==> config.mk <==
export PLATFORM = sky130hd
export DESIGN_NAME = iir_dblchannel_sample_reader
export DESIGN_NICKNAME = d
export VERILOG_FILES = /design/src/rtl/sample_reader_pkg.sv /design/src/rtl/sample_pair_fifo.sv /design/src/rtl/iir_dblchannel_sample_reader.sv
export SDC_FILE = /design/constraint.sdc
export NUM_CORES = 1
export LEC_CHECK = 0
export BUFFER_PORTS_ARGS = -buffer_cell sky130_fd_sc_hd__buf_2
export CORE_MARGIN = 4
export CORE_UTILIZATION = 54
export DETAILED_ROUTE_END_ITERATION = 16
export MAX_ROUTING_LAYER = met4
export PLACE_DENSITY_LB_ADDON = 0.2
export SYNTH_ARGS = -nofsm -noshare
export SYNTH_HDL_FRONTEND = slang
export SYNTH_HIERARCHICAL = 1
export SYNTH_SLANG_ARGS = --single-unit
==> constraint.sdc <==
create_clock -name CLK -period 4.2 [get_ports CLK]
set_input_delay 0.63 -clock CLK [delete_from_list [all_inputs] [get_ports CLK]]
set_output_delay 0.63 -clock CLK [all_outputs]
set_load 0.005 [all_outputs]
==> src/rtl/sample_reader_pkg.sv <==
// Shared types and constants for the dual-channel IIR sample reader.
package sample_reader_pkg;

  typedef enum logic [1:0] {
    IDLE   = 2'd0,
    SEND_A = 2'd1,
    SEND_B = 2'd2
  } reader_state_t;

  localparam logic [15:0] OVERRUN_MAX = 16'hFFFF;

endpackage

==> src/rtl/sample_pair_fifo.sv <==
// Synchronous FIFO of {first, second} word pairs; exposes the head pair and the
// first word of the entry behind it so a reader can stream pairs without a bubble.
module sample_pair_fifo #(
  parameter int WORD_BITS  = 32,
  parameter int DEPTH_LOG2 = 2
) (
  input  logic                  CLK,
  input  logic                  RESET,
  input  logic                  push,
  input  logic                  pop,
  input  logic [WORD_BITS-1:0]  push_first,
  input  logic [WORD_BITS-1:0]  push_second,
  output logic [WORD_BITS-1:0]  head_first,
  output logic [WORD_BITS-1:0]  head_second,
  output logic [WORD_BITS-1:0]  next_first,
  output logic [DEPTH_LOG2:0]   count,
  output logic                  full,
  output logic                  empty
);

  localparam int DEPTH = 1 << DEPTH_LOG2;

  logic [2*WORD_BITS-1:0] mem [DEPTH];
  logic [DEPTH_LOG2:0]    wr_ptr;
  logic [DEPTH_LOG2:0]    rd_ptr;
  logic [DEPTH_LOG2-1:0]  wr_addr;
  logic [DEPTH_LOG2-1:0]  rd_addr;
  logic [DEPTH_LOG2-1:0]  rd_addr_next;
  logic                   push_ok;
  logic                   pop_ok;

  assign wr_addr      = wr_ptr[DEPTH_LOG2-1:0];
  assign rd_addr      = rd_ptr[DEPTH_LOG2-1:0];
  assign rd_addr_next = rd_addr + DEPTH_LOG2'(1);

  assign count = wr_ptr - rd_ptr;
  assign empty = (wr_ptr == rd_ptr);
  assign full  = (wr_ptr[DEPTH_LOG2] != rd_ptr[DEPTH_LOG2]) && (wr_addr == rd_addr);

  // A full FIFO still takes a push when the head leaves in the same cycle.
  assign push_ok = push && (!full || pop);
  assign pop_ok  = pop && !empty;

  assign head_first  = mem[rd_addr][2*WORD_BITS-1:WORD_BITS];
  assign head_second = mem[rd_addr][WORD_BITS-1:0];
  assign next_first  = mem[rd_addr_next][2*WORD_BITS-1:WORD_BITS];

  always_ff @(posedge CLK) begin
    if (push_ok) begin
      mem[wr_addr] <= {push_first, push_second};
    end
  end

  always_ff @(posedge CLK) begin
    if (RESET) begin
      wr_ptr <= '0;
      rd_ptr <= '0;
    end else begin
      if (push_ok) wr_ptr <= wr_ptr + (DEPTH_LOG2+1)'(1);
      if (pop_ok)  rd_ptr <= rd_ptr + (DEPTH_LOG2+1)'(1);
    end
  end

endmodule

==> src/rtl/iir_dblchannel_sample_reader.sv <==
// Periodic atomic A/B snapshot of the filter outputs, buffered and streamed as
// A-then-B words on a valid/ready port; overruns are counted, never stalled.
module iir_dblchannel_sample_reader
  import sample_reader_pkg::*;
#(
  parameter int DATA_BITS       = 32,
  parameter int FIFO_DEPTH_LOG2 = 2,
  parameter int DIV_BITS        = 16
) (
  input  logic                 CLK,
  input  logic                 RESET,
  input  logic [DATA_BITS-1:0] IN_VALUE_A,
  input  logic [DATA_BITS-1:0] IN_VALUE_B,
  input  logic                 ENABLE,
  input  logic [DIV_BITS-1:0]  SAMPLE_DIV,
  output logic                 OUT_VALID,
  input  logic                 OUT_READY,
  output logic [DATA_BITS-1:0] OUT_DATA,
  output logic                 OUT_LAST,
  output logic [15:0]          OVERRUN_COUNT,
  input  logic                 CLEAR_OVERRUN
);

  localparam logic [FIFO_DEPTH_LOG2:0] CNT_ONE = (FIFO_DEPTH_LOG2+1)'(1);

  function automatic logic [15:0] sat_inc(input logic [15:0] v);
    return (v == OVERRUN_MAX) ? v : v + 16'd1;
  endfunction

  logic [DIV_BITS-1:0]        div_cnt;
  logic                       tick_p0;
  logic                       pop;
  logic                       drop;
  logic                       more_after_pop;
  logic [DATA_BITS-1:0]       head_a;
  logic [DATA_BITS-1:0]       head_b;
  logic [DATA_BITS-1:0]       next_a;
  logic [DATA_BITS-1:0]       follow_a;
  logic [FIFO_DEPTH_LOG2:0]   fifo_count;
  logic                       fifo_full;
  logic                       fifo_empty;
  reader_state_t              state;
  reader_state_t              state_nxt;
  logic                       valid_nxt;
  logic                       last_nxt;
  logic [DATA_BITS-1:0]       data_nxt;

  // Stage p0: sample-period divider; counter >= SAMPLE_DIV also covers a lowered divisor.
  assign tick_p0 = ENABLE && (div_cnt >= SAMPLE_DIV);

  always_ff @(posedge CLK) begin
    if (RESET || !ENABLE || tick_p0) begin
      div_cnt <= '0;
    end else begin
      div_cnt <= div_cnt + DIV_BITS'(1);
    end
  end

  // Stage p1: pair buffer; both channels are written from the tick cycle in one entry.
  sample_pair_fifo #(
    .WORD_BITS  (DATA_BITS),
    .DEPTH_LOG2 (FIFO_DEPTH_LOG2)
  ) u_fifo (
    .CLK         (CLK),
    .RESET       (RESET),
    .push        (tick_p0),
    .pop         (pop),
    .push_first  (IN_VALUE_A),
    .push_second (IN_VALUE_B),
    .head_first  (head_a),
    .head_second (head_b),
    .next_first  (next_a),
    .count       (fifo_count),
    .full        (fifo_full),
    .empty       (fifo_empty)
  );

  assign pop  = (state == SEND_B) && OUT_READY;
  assign drop = tick_p0 && fifo_full && !pop;

  // A same-cycle push always lands when popping, so it can become the next head.
  assign more_after_pop = (fifo_count > CNT_ONE) || tick_p0;
  assign follow_a       = (fifo_count > CNT_ONE) ? next_a : IN_VALUE_A;

  always_ff @(posedge CLK) begin
    if (RESET || CLEAR_OVERRUN) begin
      OVERRUN_COUNT <= '0;
    end else if (drop) begin
      OVERRUN_COUNT <= sat_inc(OVERRUN_COUNT);
    end
  end

  // Stage p2: word sequencer and registered output port.
  always_ff @(posedge CLK) begin
    if (RESET) state <= IDLE;
    else       state <= state_nxt;
  end

  always_comb begin
    state_nxt = state;
    unique case (state)
      IDLE:    if (!fifo_empty) state_nxt = SEND_A;
      SEND_A:  if (OUT_READY)   state_nxt = SEND_B;
      SEND_B:  if (OUT_READY)   state_nxt = more_after_pop ? SEND_A : IDLE;
      default: state_nxt = IDLE;
    endcase
  end

  always_comb begin
    valid_nxt = OUT_VALID;
    last_nxt  = OUT_LAST;
    data_nxt  = OUT_DATA;
    unique case (state)
      IDLE: begin
        if (!fifo_empty) begin
          valid_nxt = 1'b1;
          last_nxt  = 1'b0;
          data_nxt  = head_a;
        end
      end
      SEND_A: begin
        if (OUT_READY) begin
          last_nxt = 1'b1;
          data_nxt = head_b;
        end
      end
      SEND_B: begin
        if (OUT_READY) begin
          if (more_after_pop) begin
            last_nxt = 1'b0;
            data_nxt = follow_a;
          end else begin
            valid_nxt = 1'b0;
          end
        end
      end
      default: valid_nxt = 1'b0;
    endcase
  end

  always_ff @(posedge CLK) begin
    if (RESET) begin
      OUT_VALID <= 1'b0;
      OUT_LAST  <= 1'b0;
      OUT_DATA  <= '0;
    end else begin
      OUT_VALID <= valid_nxt;
      OUT_LAST  <= last_nxt;
      OUT_DATA  <= data_nxt;
    end
  end

endmodule
==> flow_metrics.py <==
metrics = {
    "status": {
        "status": "completed",
    },
    "place": {
        "hpwl_um": 20900,
        "io_buffer_count": 134,
        "dp_worst_setup_slack_ns": 0.531,
        "gp_congestion": 0.805,
        "dp_cells": 1424,
    },
    "critical_path": {
        "crit_required_ns": 4.40,
        "end_kind": "flop",
        "critPathArrivalTime_ns": 3.49,
        "cp-startpoint": "div_cnt[9]$_SDFF_PP0_",
        "rr_startpoint": "div_cnt[9]$_SDFF_PP0_",
        "critPathKind": "flop to flop",
        "crit_slowest_cell": "and2_4",
        "cp-start-kind": "flop",
        "critPathMaxStageDelay_ns": 0.46,
        "cp.depth": 9,
        "worst-path-buf-inv": 2,
        "cp_top_family": "compound AO/OA/AOI/OAI gates",
        "worst_r2r_path_depth": 9,
        "path_cells": "ha_1 > nand4_1 > a211o_1 > o31ai_4 > o21ai_2 > inv_1 > o31a_1 > and2_4 > buf_4",
        "crit_path_max_fanout": 22,
    },
    "detailed_routing": {
        "vias": 9123,
        "drc_errors": 0,
        "wl_per_cell_um": 22.1,
        "ant_nets": 0,
        "drt_iter0_drc": 712,
        "firstDrtPassIters": 6,
        "drt_wl_total_um": 32900,
        "via_per_inst": 6.13,
    },
    "timing": {
        "max_slew_margin_pct": 40.8,
        "maxSlewViolCount": 0,
        "whs_ns": 0.341,
        "finalCriticalPeriod_ns": 3.29,
        "final.setup_skew_ns": 0.0182,
        "fin_setup_tns_ns": 0,
        "finalHoldViolations": 0,
        "fmaxAchievable_mhz": 304,
        "rsz0062_at_grt": "no",
        "fin_ws_ns": 0.912,
        "worstMarginPinSlew_ns": 0.888,
        "finalSetupViolations": 0,
        "period_share_pct": 78.3,
    },
    "floorplanning": {
        "core_sq_mm": 0.0270,
        "io-pin-count": 135,
        "die_y_um": 174,
        "die_x_um": 174,
        "fp.dieArea_sq_mm": 0.0302,
        "start_util_pct": 55.0,
        "rows": 60,
    },
    "clock_tree": {
        "cts_buffers": 35,
        "cts_tree": "yes",
        "post_cts_buffers": 0,
        "htreeDepth": 2,
        "clk_pin_slew_ns": 0.06,
        "cts_num_sinks": 332,
        "clock_path_buffers": 3,
        "hold_buffers": 0,
        "clk_latency_ns": 0.51,
        "clockRootBuffer": "clkbuf_16",
        "cts.repair.resized": 0,
    },
    "logic_synthesis": {
        "mappedNetlistArea_sq_mm": 0.0149,
        "synth.avg_cell_area_sq_um": 15.1,
        "syn_nets": 1102,
        "syn_inst": 987,
        "yosys_warnings": 6,
    },
    "grt": {
        "antenna_found_initial": 3,
        "grt_pass1_vias": 9349,
        "grt_overflow_total": 0,
        "grt_max_degree": 51,
        "grt_use_total_pct": 22.4,
        "grt_pass1_wl_um": 51700,
    },
    "hold_path": {
        "worstHoldPathCells": 1,
        "hp-class": "input pin to flop",
        "hold_start": "IN_VALUE_B[3]",
    },
    "pwr": {
        "ir_drop_uv": 374,
        "leakage_uw": 0.00593,
        "power_density_mw_per_mm2": 417,
    },
    "finish": {
        "nets": 1235,
        "finalNonFillerCells": 1489,
        "area_growth_pct": 15.0,
        "final_util_pct": 63.2,
        "drive_gt1_share_pct": 28.3,
    },
    "flow_run": {
        "maxCapViolations": 0,
    },
}
==> cell usage in the layout (no fill, tap or decap), drive strengths merged, types with 3 or more instances in the layout <==
cell type and instances:
a21oi 14, nor3 6, bufinv 3, nor2 43
diode 3, a21o 3, xor2 12, or3 8
o21ai 78, o2111ai 3, xnor2 9, o21a 3
inv 31, edfxtp 256, nand4 9, and2 7
nand2 90, clkbuf 46, o31ai 3, o211ai 38
nand3 16, mux2 4, or4 3, buf 156
mux4 96, clkinv 12, dfxtp 76, a211o 34
and3 5, mux2i 33, ha 29
==> sequential cells by signal, indices dropped and copies added, names as in the netlist, 2 cells and up, named ones only <==
register and flops:
div_cnt 16, OUT_DATA 32, OVERRUN_COUNT 16, u_fifo/rd_ptr 3, state 2, u_fifo/mem 256, u_fifo/wr_ptr 3
==> routing by layer <==
metal | track usage (%) | part of all wire, %
met1 | 28.4 | 41
met2 | 37.0 | 50
met3 | 4.68 | 6.6
met4 | 6.24 | 2.6
met5 | - | 0
==> power by group <==
part           internal (uW)  switching [uW]  total (uW)  leakage, uW
combinational            205             362         566      0.00248
sequential              3590            30.5        3620      0.00292
clock                   1740            1200        2940     0.000529
==> layout make-up <==
type | instances | area (sq um)
Clock inverter | 16 | 159
Clock buffer | 46 | 927
Multi-Input combinational cell | 564 | 5290
Timing Repair Buffer | 156 | 948
Sequential cell | 332 | 9220
Antenna cell | 3 | 7.51
Fill cell | 2000 | 9940
Tap cell | 341 | 427
Inverter | 31 | 116
==> metrics by stage <==
stage / instance area [sq um] / total power [uW]
6_report: 17100 / 7120
5_1_grt: 17100 / 7400
4_1_cts: 17100 / 7190
3_5_place_dp: 16000 / 4250
3_3_place_gp: 16000 / 4240
2_1_floorplan: 14900 / 4010
==> worst paths after layout <==
| path | end | slack, ns |
|---|---|---|
| setup reg to reg | u_fifo/mem[1][6]$_DFFE_PP_ | 0.91 |
| setup / recovery | u_fifo/mem[1][6]$_DFFE_PP_ | 0.91 |
| hold / removal | u_fifo/mem[3][3]$_DFFE_PP_ | 0.34 |
| hold reg to reg | OUT_DATA[15]$_SDFFE_PP0P_ | 0.45 |
Note: power is estimated with default switching activity, not from simulation.
